$ cat src/rtl/mdu_iter.sv
// mdu_iter: iterative MULT/MULTU/DIV/DIVU unit, one bit per clock; divide datapath built only when MDU_DIV_EN is defined
module mdu_iter #(
  parameter int WIDTH = 32
) (
  input  logic             clk,
  input  logic             rst_n,
  input  logic             op_valid,
  output logic             op_ready,
  input  logic [1:0]       op_code,
  input  logic [WIDTH-1:0] op_x,
  input  logic [WIDTH-1:0] op_y,
  input  logic             flush,
  output logic             res_valid,
  input  logic             res_ready,
  output logic [WIDTH-1:0] res_hi,
  output logic [WIDTH-1:0] res_lo,
  output logic             res_err
);
  localparam int CW = $clog2(WIDTH) + 1;
  typedef enum logic [1:0] {IDLE, CALC, FIX, DONE} state_t;
  state_t state;
  logic [CW-1:0] cnt;
  logic [1:0] op;
  logic sx, sy, to_fix, fix_err;
  logic [WIDTH-1:0] a, mx, my, fix_hi, fix_lo;
  logic [WIDTH:0] msum;
  logic [2*WIDTH-1:0] acc, acc_nx, prod;
  assign op_ready = state == IDLE;
  assign res_valid = state == DONE;
  always_comb begin
    mx = (!op_code[0] && op_x[WIDTH-1]) ? -op_x : op_x;
    my = (!op_code[0] && op_y[WIDTH-1]) ? -op_y : op_y;
    msum = {1'b0, acc[2*WIDTH-1:WIDTH]} + {1'b0, {WIDTH{acc[0]}} & a};
    prod = (!op[0] && (sx ^ sy)) ? -acc : acc;
  end
`ifdef MDU_DIV_EN
  logic dz;
  logic [WIDTH:0] rem;
  logic [WIDTH+1:0] diff;
  logic [WIDTH-1:0] rv, rs;
  always_comb begin
    diff = {rem, acc[WIDTH-1]} - {2'b0, a};
    rv = dz ? acc[WIDTH-1:0] : rem[WIDTH-1:0];
    rs = (!op[0] && sx) ? -rv : rv;
    to_fix = op_code[1] && op_y == '0;
    acc_nx = op[1] ? {acc[2*WIDTH-1:WIDTH], acc[WIDTH-2:0], ~diff[WIDTH+1]} : {msum, acc[WIDTH-1:1]};
    fix_hi = op[1] ? rs : prod[2*WIDTH-1:WIDTH];
    fix_lo = (op[1] && dz) ? '1 : prod[WIDTH-1:0];
    fix_err = op[1] && dz;
  end
  always_ff @(posedge clk or negedge rst_n) begin
    if (!rst_n) begin
      rem <= '0;
      dz <= 1'b0;
    end else if (state == IDLE) begin
      rem <= '0;
      dz <= to_fix;
    end else if (state == CALC && op[1])
      rem <= diff[WIDTH+1] ? {rem[WIDTH-1:0], acc[WIDTH-1]} : diff[WIDTH:0];
  end
`else
  always_comb begin
    to_fix = op_code[1];
    acc_nx = {msum, acc[WIDTH-1:1]};
    fix_hi = op[1] ? '0 : prod[2*WIDTH-1:WIDTH];
    fix_lo = op[1] ? '0 : prod[WIDTH-1:0];
    fix_err = op[1];
  end
`endif
  always_ff @(posedge clk or negedge rst_n) begin
    if (!rst_n) begin
      state <= IDLE;
      cnt <= '0;
      op <= '0;
      sx <= 1'b0;
      sy <= 1'b0;
      a <= '0;
      acc <= '0;
      res_hi <= '0;
      res_lo <= '0;
      res_err <= 1'b0;
    end else if (flush) begin
      state <= IDLE;
      cnt <= '0;
    end else begin
      case (state)
        IDLE: if (op_valid) begin
          op <= op_code;
          sx <= !op_code[0] && op_x[WIDTH-1];
          sy <= !op_code[0] && op_y[WIDTH-1];
          a <= op_code[1] ? my : mx;
          acc <= {{WIDTH{1'b0}}, op_code[1] ? mx : my};
          state <= to_fix ? FIX : CALC;
        end
        CALC: begin
          acc <= acc_nx;
          cnt <= cnt == CW'(WIDTH - 1) ? '0 : cnt + CW'(1);
          state <= cnt == CW'(WIDTH - 1) ? FIX : CALC;
        end
        FIX: begin
          res_hi <= fix_hi;
          res_lo <= fix_lo;
          res_err <= fix_err;
          state <= DONE;
        end
        DONE: state <= res_ready ? IDLE : DONE;
        default: state <= IDLE;
      endcase
    end
  end
endmodule

$ cat config.mk
export PLATFORM = sky130hd
export DESIGN_NAME = mdu_iter
export DESIGN_NICKNAME = d
export VERILOG_FILES = /design/src/rtl/mdu_iter.sv
export SDC_FILE = /design/constraint.sdc
export NUM_CORES = 1
export LEC_CHECK = 0
export ABC_AREA = 1
export CAP_MARGIN = 30
export CORE_ASPECT_RATIO = 1.4
export CORE_MARGIN = 2
export CORE_UTILIZATION = 59
export CTS_CLUSTER_SIZE = 12
export DETAILED_ROUTE_END_ITERATION = 10
export PLACE_DENSITY = 0.82
export SLEW_MARGIN = 15
export SYNTH_ARGS = -nofsm -noshare
export SYNTH_HDL_FRONTEND = slang
export SYNTH_SLANG_ARGS = --single-unit
$ cat constraint.sdc
create_clock -name clk -period 2.9 [get_ports clk]
set_input_delay 0.29 -clock clk [delete_from_list [all_inputs] [get_ports clk]]
set_output_delay 0.29 -clock clk [all_outputs]
set_load 0.01 [all_outputs]
==> run summary <==
The tools report the maximum buffer depth of the clock tree as 2. Leaving out fill and tap cells, the most frequent cell in the layout is nand2_1. In the final design database the tool counted 2374 nets. The flow ran to the end, and the final reports show no timing, DRC or antenna violations. The first-pass iteration count of the detailed router came out at 6.

Dividing the detail-routed wire length by the instance count gives 19.3 um. The remaining global-route overflow came out at 0. Setup violations remaining at the end of the flow were counted as 0.

In the layout the commonest cells are 735 x nand2_1, 272 x nor2_1, 248 x nand3_1. The total DRC errors in the routed layout was 0. The tightest min-delay check is of the in2async type.

In this run the core area contains 65 standard-cell rows. The final standard cell count with taps included and fillers excluded came out at 2580. I/O pin count: 138.

After clock tree synthesis, the repair step resized 0 gates. The fraction of the cycle the final worst path needs was 0.887; the fraction of final layout cells with drive strength greater than 1 was 0.0386. The initial antenna violation count was 0.

The pin count of the biggest net entering global routing was 69; the maximum resistive drop on vdd was 0.512 mV. TritonCTS built the clock tree. The kind of cell with the highest combined delay along the critical path is simple AND/OR/NAND/NOR gates.

The final number of hold-violating endpoints came out at 0. Critical path startpoint category: a flip-flop. For the number of global-route vias before repair, the log shows 14700.

Walking the worst path, the cells encountered are buf_12 > nand2_1 > fa_1 > o21ai_0 > nand2_1 > nand2_1 > nand2_1 > nand2_1 > nand2_1 > nand2_1 > nand2_1 > nand3_1 > o21ai_0. Post-synthesis average cell area: 6.22 sq um. The leakage power is 7.82 nW. The remaining max-slew budget at the tightest pin is 0.472. The post-layout minimum cycle time is 2.57 ns, and the power density over the cells is 764 nW/um^2. Synthesis handed over a netlist of 2145 instances. Setup repair after global routing left no endpoint under its margin. The largest individual stage delay along the critical path comes from the cell dfrtp_1. The floorplan step set the die height to 182 um.

The maximum fanout along the worst path is 31. The critical register-to-register path startpoint was acc[0]. The count of warnings emitted by yosys was 0; the antenna violation net count after detailed routing was 0. The H-tree generated during clock tree synthesis spans 4 levels.

The share of flip-flops with an asynchronous set or reset after synthesis was 1.00. The type of the setup path with the least slack is reg2reg. The tools report the total core area as 22400 sq um.

For the critical path data arrival time, the log shows 2.88 ns. The number of cells in the design after placement is 2547. Clock tree synthesis found a total of 173 sinks. The total number of vias was 15400; the sequential-to-total area share from yosys stat was 0.324.

The full die area is 23900 sq um, and the number of synthesized flops with an enable pin is 0. Number of buffer and inverter stages on the critical path: 1. The cell at the root of the clock tree was clkbuf_16. For this block, the initial DRC count from the detailed router was 1683. In this run the post-CTS setup repair buffer count came out at 0. The starting density of the core was 0.597.

The synthesized design contains 173 register bits. The area growth from synthesis to layout is 17.9%. At the pin with the least slew margin, the transition time is 0.792 ns.

The run gives 0 as the final count of pins violating max slew. Counting every net in the synthesized netlist gives 2253. In this run the worst setup path begins at acc[0]. The run gives 0 as the number of max-cap violations. During placement, the flow inserted port buffers numbering 137. The highest clock rate is 389 MHz. The most frequent cell on the critical path was nand2_1.

The clock arrives with 0.0119 ns of skew. The congestion estimate from routability-driven global placement came to 1.08. At the later pin of the worst-skew pair, clock insertion delay measures 0.45 ns.

For this block, the routed nets add up to 49.7 mm of wire. The total design power was 12.0 mW. The clock-pin transition on the worst setup and hold timing paths is 0.07 ns, and the required time of the critical path is 3.21 ns.

Counting distinct cell types in the post-synthesis netlist gives 49. For this run, the slowest stage of the critical path takes 0.44 ns. After routing, the total negative slack on setup checks comes to 0 ns. The worst setup path is captured at a flip-flop. The flip-flop cell with the highest count after synthesis is dfrtp_1. The global-route usage over all layers was 0.418. The final core area utilization was 0.704; the number of clock buffers inserted by TritonCTS was 17.

The number of antenna diodes in the final layout is 0. Summed over all nets, the half-perimeter wirelength after detailed placement is 39.1 mm. The horizontal die dimension was 131 um; the mean number of vias per cell was 5.96. The first global-routing pass estimated 77.8 mm of wire. The tools report the post-synthesis instance area as 13300 sq um.
[path summary, 6_finish.rpt]
path	to	slack, ns	cells after the start
setup / recovery	acc[53]	0.33	13
hold / removal	res_hi[18]	0.38	2
setup reg to reg	acc[53]	0.33	13
hold reg to reg	res_hi[26]	0.48	2
max in group asynchronous	cnt[0]	1.62	3
min in group clk	res_hi[26]	0.48	2
[per-layer routing]
metal  share of wire  up-vias  global-route usage
met2            0.48      902               0.707
li1                -     7208                   -
met4           0.089        0               0.319
met3           0.080      236              0.0773
met5               0        -                   0
met1            0.35     7018               0.467
[synthesized netlist by cell type (6+ instances only)]
cell | n | share of area
a21oi_1 | 111 | 0.042
a22oi_1 | 13 | 0.0073
buf_1 | 6 | 0.0017
buf_2 | 25 | 0.0094
clkbuf_1 | 35 | 0.0098
dfrtp_1 | 173 | 0.32
ha_1 | 36 | 0.034
inv_1 | 195 | 0.055
inv_2 | 7 | 0.0020
nand2_1 | 735 | 0.21
nand3_1 | 248 | 0.093
nand3b_1 | 12 | 0.0067
nand4_1 | 12 | 0.0056
nor2_1 | 273 | 0.077
nor3_1 | 8 | 0.0030
o211ai_1 | 14 | 0.0079
o21ai_0 | 137 | 0.051
o21ai_1 | 9 | 0.0034
xnor2_1 | 14 | 0.0092
xor2_1 | 23 | 0.015
[layout make-up]
cell class,instances,area (sq um)
inverter,204,766
clock buffer,18,439
clock inverter,14,181
tap,301,377
sequential,173,4330
multi-input combinational,1702,7990
fill,1943,6630
timing repair buffer,168,1660
[worst reg2reg max path, delay by kind of cell, from the launching register on]
kind / cells / cell delay [ns]
and+or+nand+nor: 9 / 0.90
AOI/OAI and AO/OA: 2 / 0.45
DFF: 1 / 0.44
adders and majority gates: 1 / 0.44
buffers and inverters: 1 / 0.21
[stage by stage]
stage	setup WS (ns)	instance area [sq um]	hold WS [ns]
5_1_grt	0.00937	15700	0.452
2_1_floorplan	0.440	13300	-0.00559
6_report	0.328	15700	0.382
4_1_cts	0.355	15700	0.410
3_3_place_gp	0.412	15100	0.296
3_5_place_dp	0.374	15100	0.304
[power by group]
group          switching [mW]  total (mW)  internal, mW
clock network            1.05        2.45          1.39
registers               0.837        4.06          3.22
logic                    3.34        5.51          2.17
total                    5.23        12.0          6.79
[state kept, by name, summed over array words and instances, names as in the netlist]
| name | count |
|---|---|
| res_hi | 32 |
| res_err | 1 |
| cnt | 6 |
| res_lo | 32 |
| sx | 1 |
| state | 2 |
| sy | 1 |
| a | 32 |
| acc | 64 |
| op | 2 |
[repair_timing]
action / CTS / global route
hold buffers: 1 / 0
setup endpoints to repair: 0 / 0
hold endpoints to repair: 57 / 0
[cell families after synthesis]
kind of cell / Yosys count / share of synthesized area
XOR/XNOR: 37 / 0.0243
flip-flops: 173 / 0.324
AO/OA/AOI/OAI: 317 / 0.132
AND/OR/NAND/NOR: 1311 / 0.406
buffers and inverters: 270 / 0.0783
adder cells (fa/ha/maj): 37 / 0.0352
(Power assumes the default switching activity.)
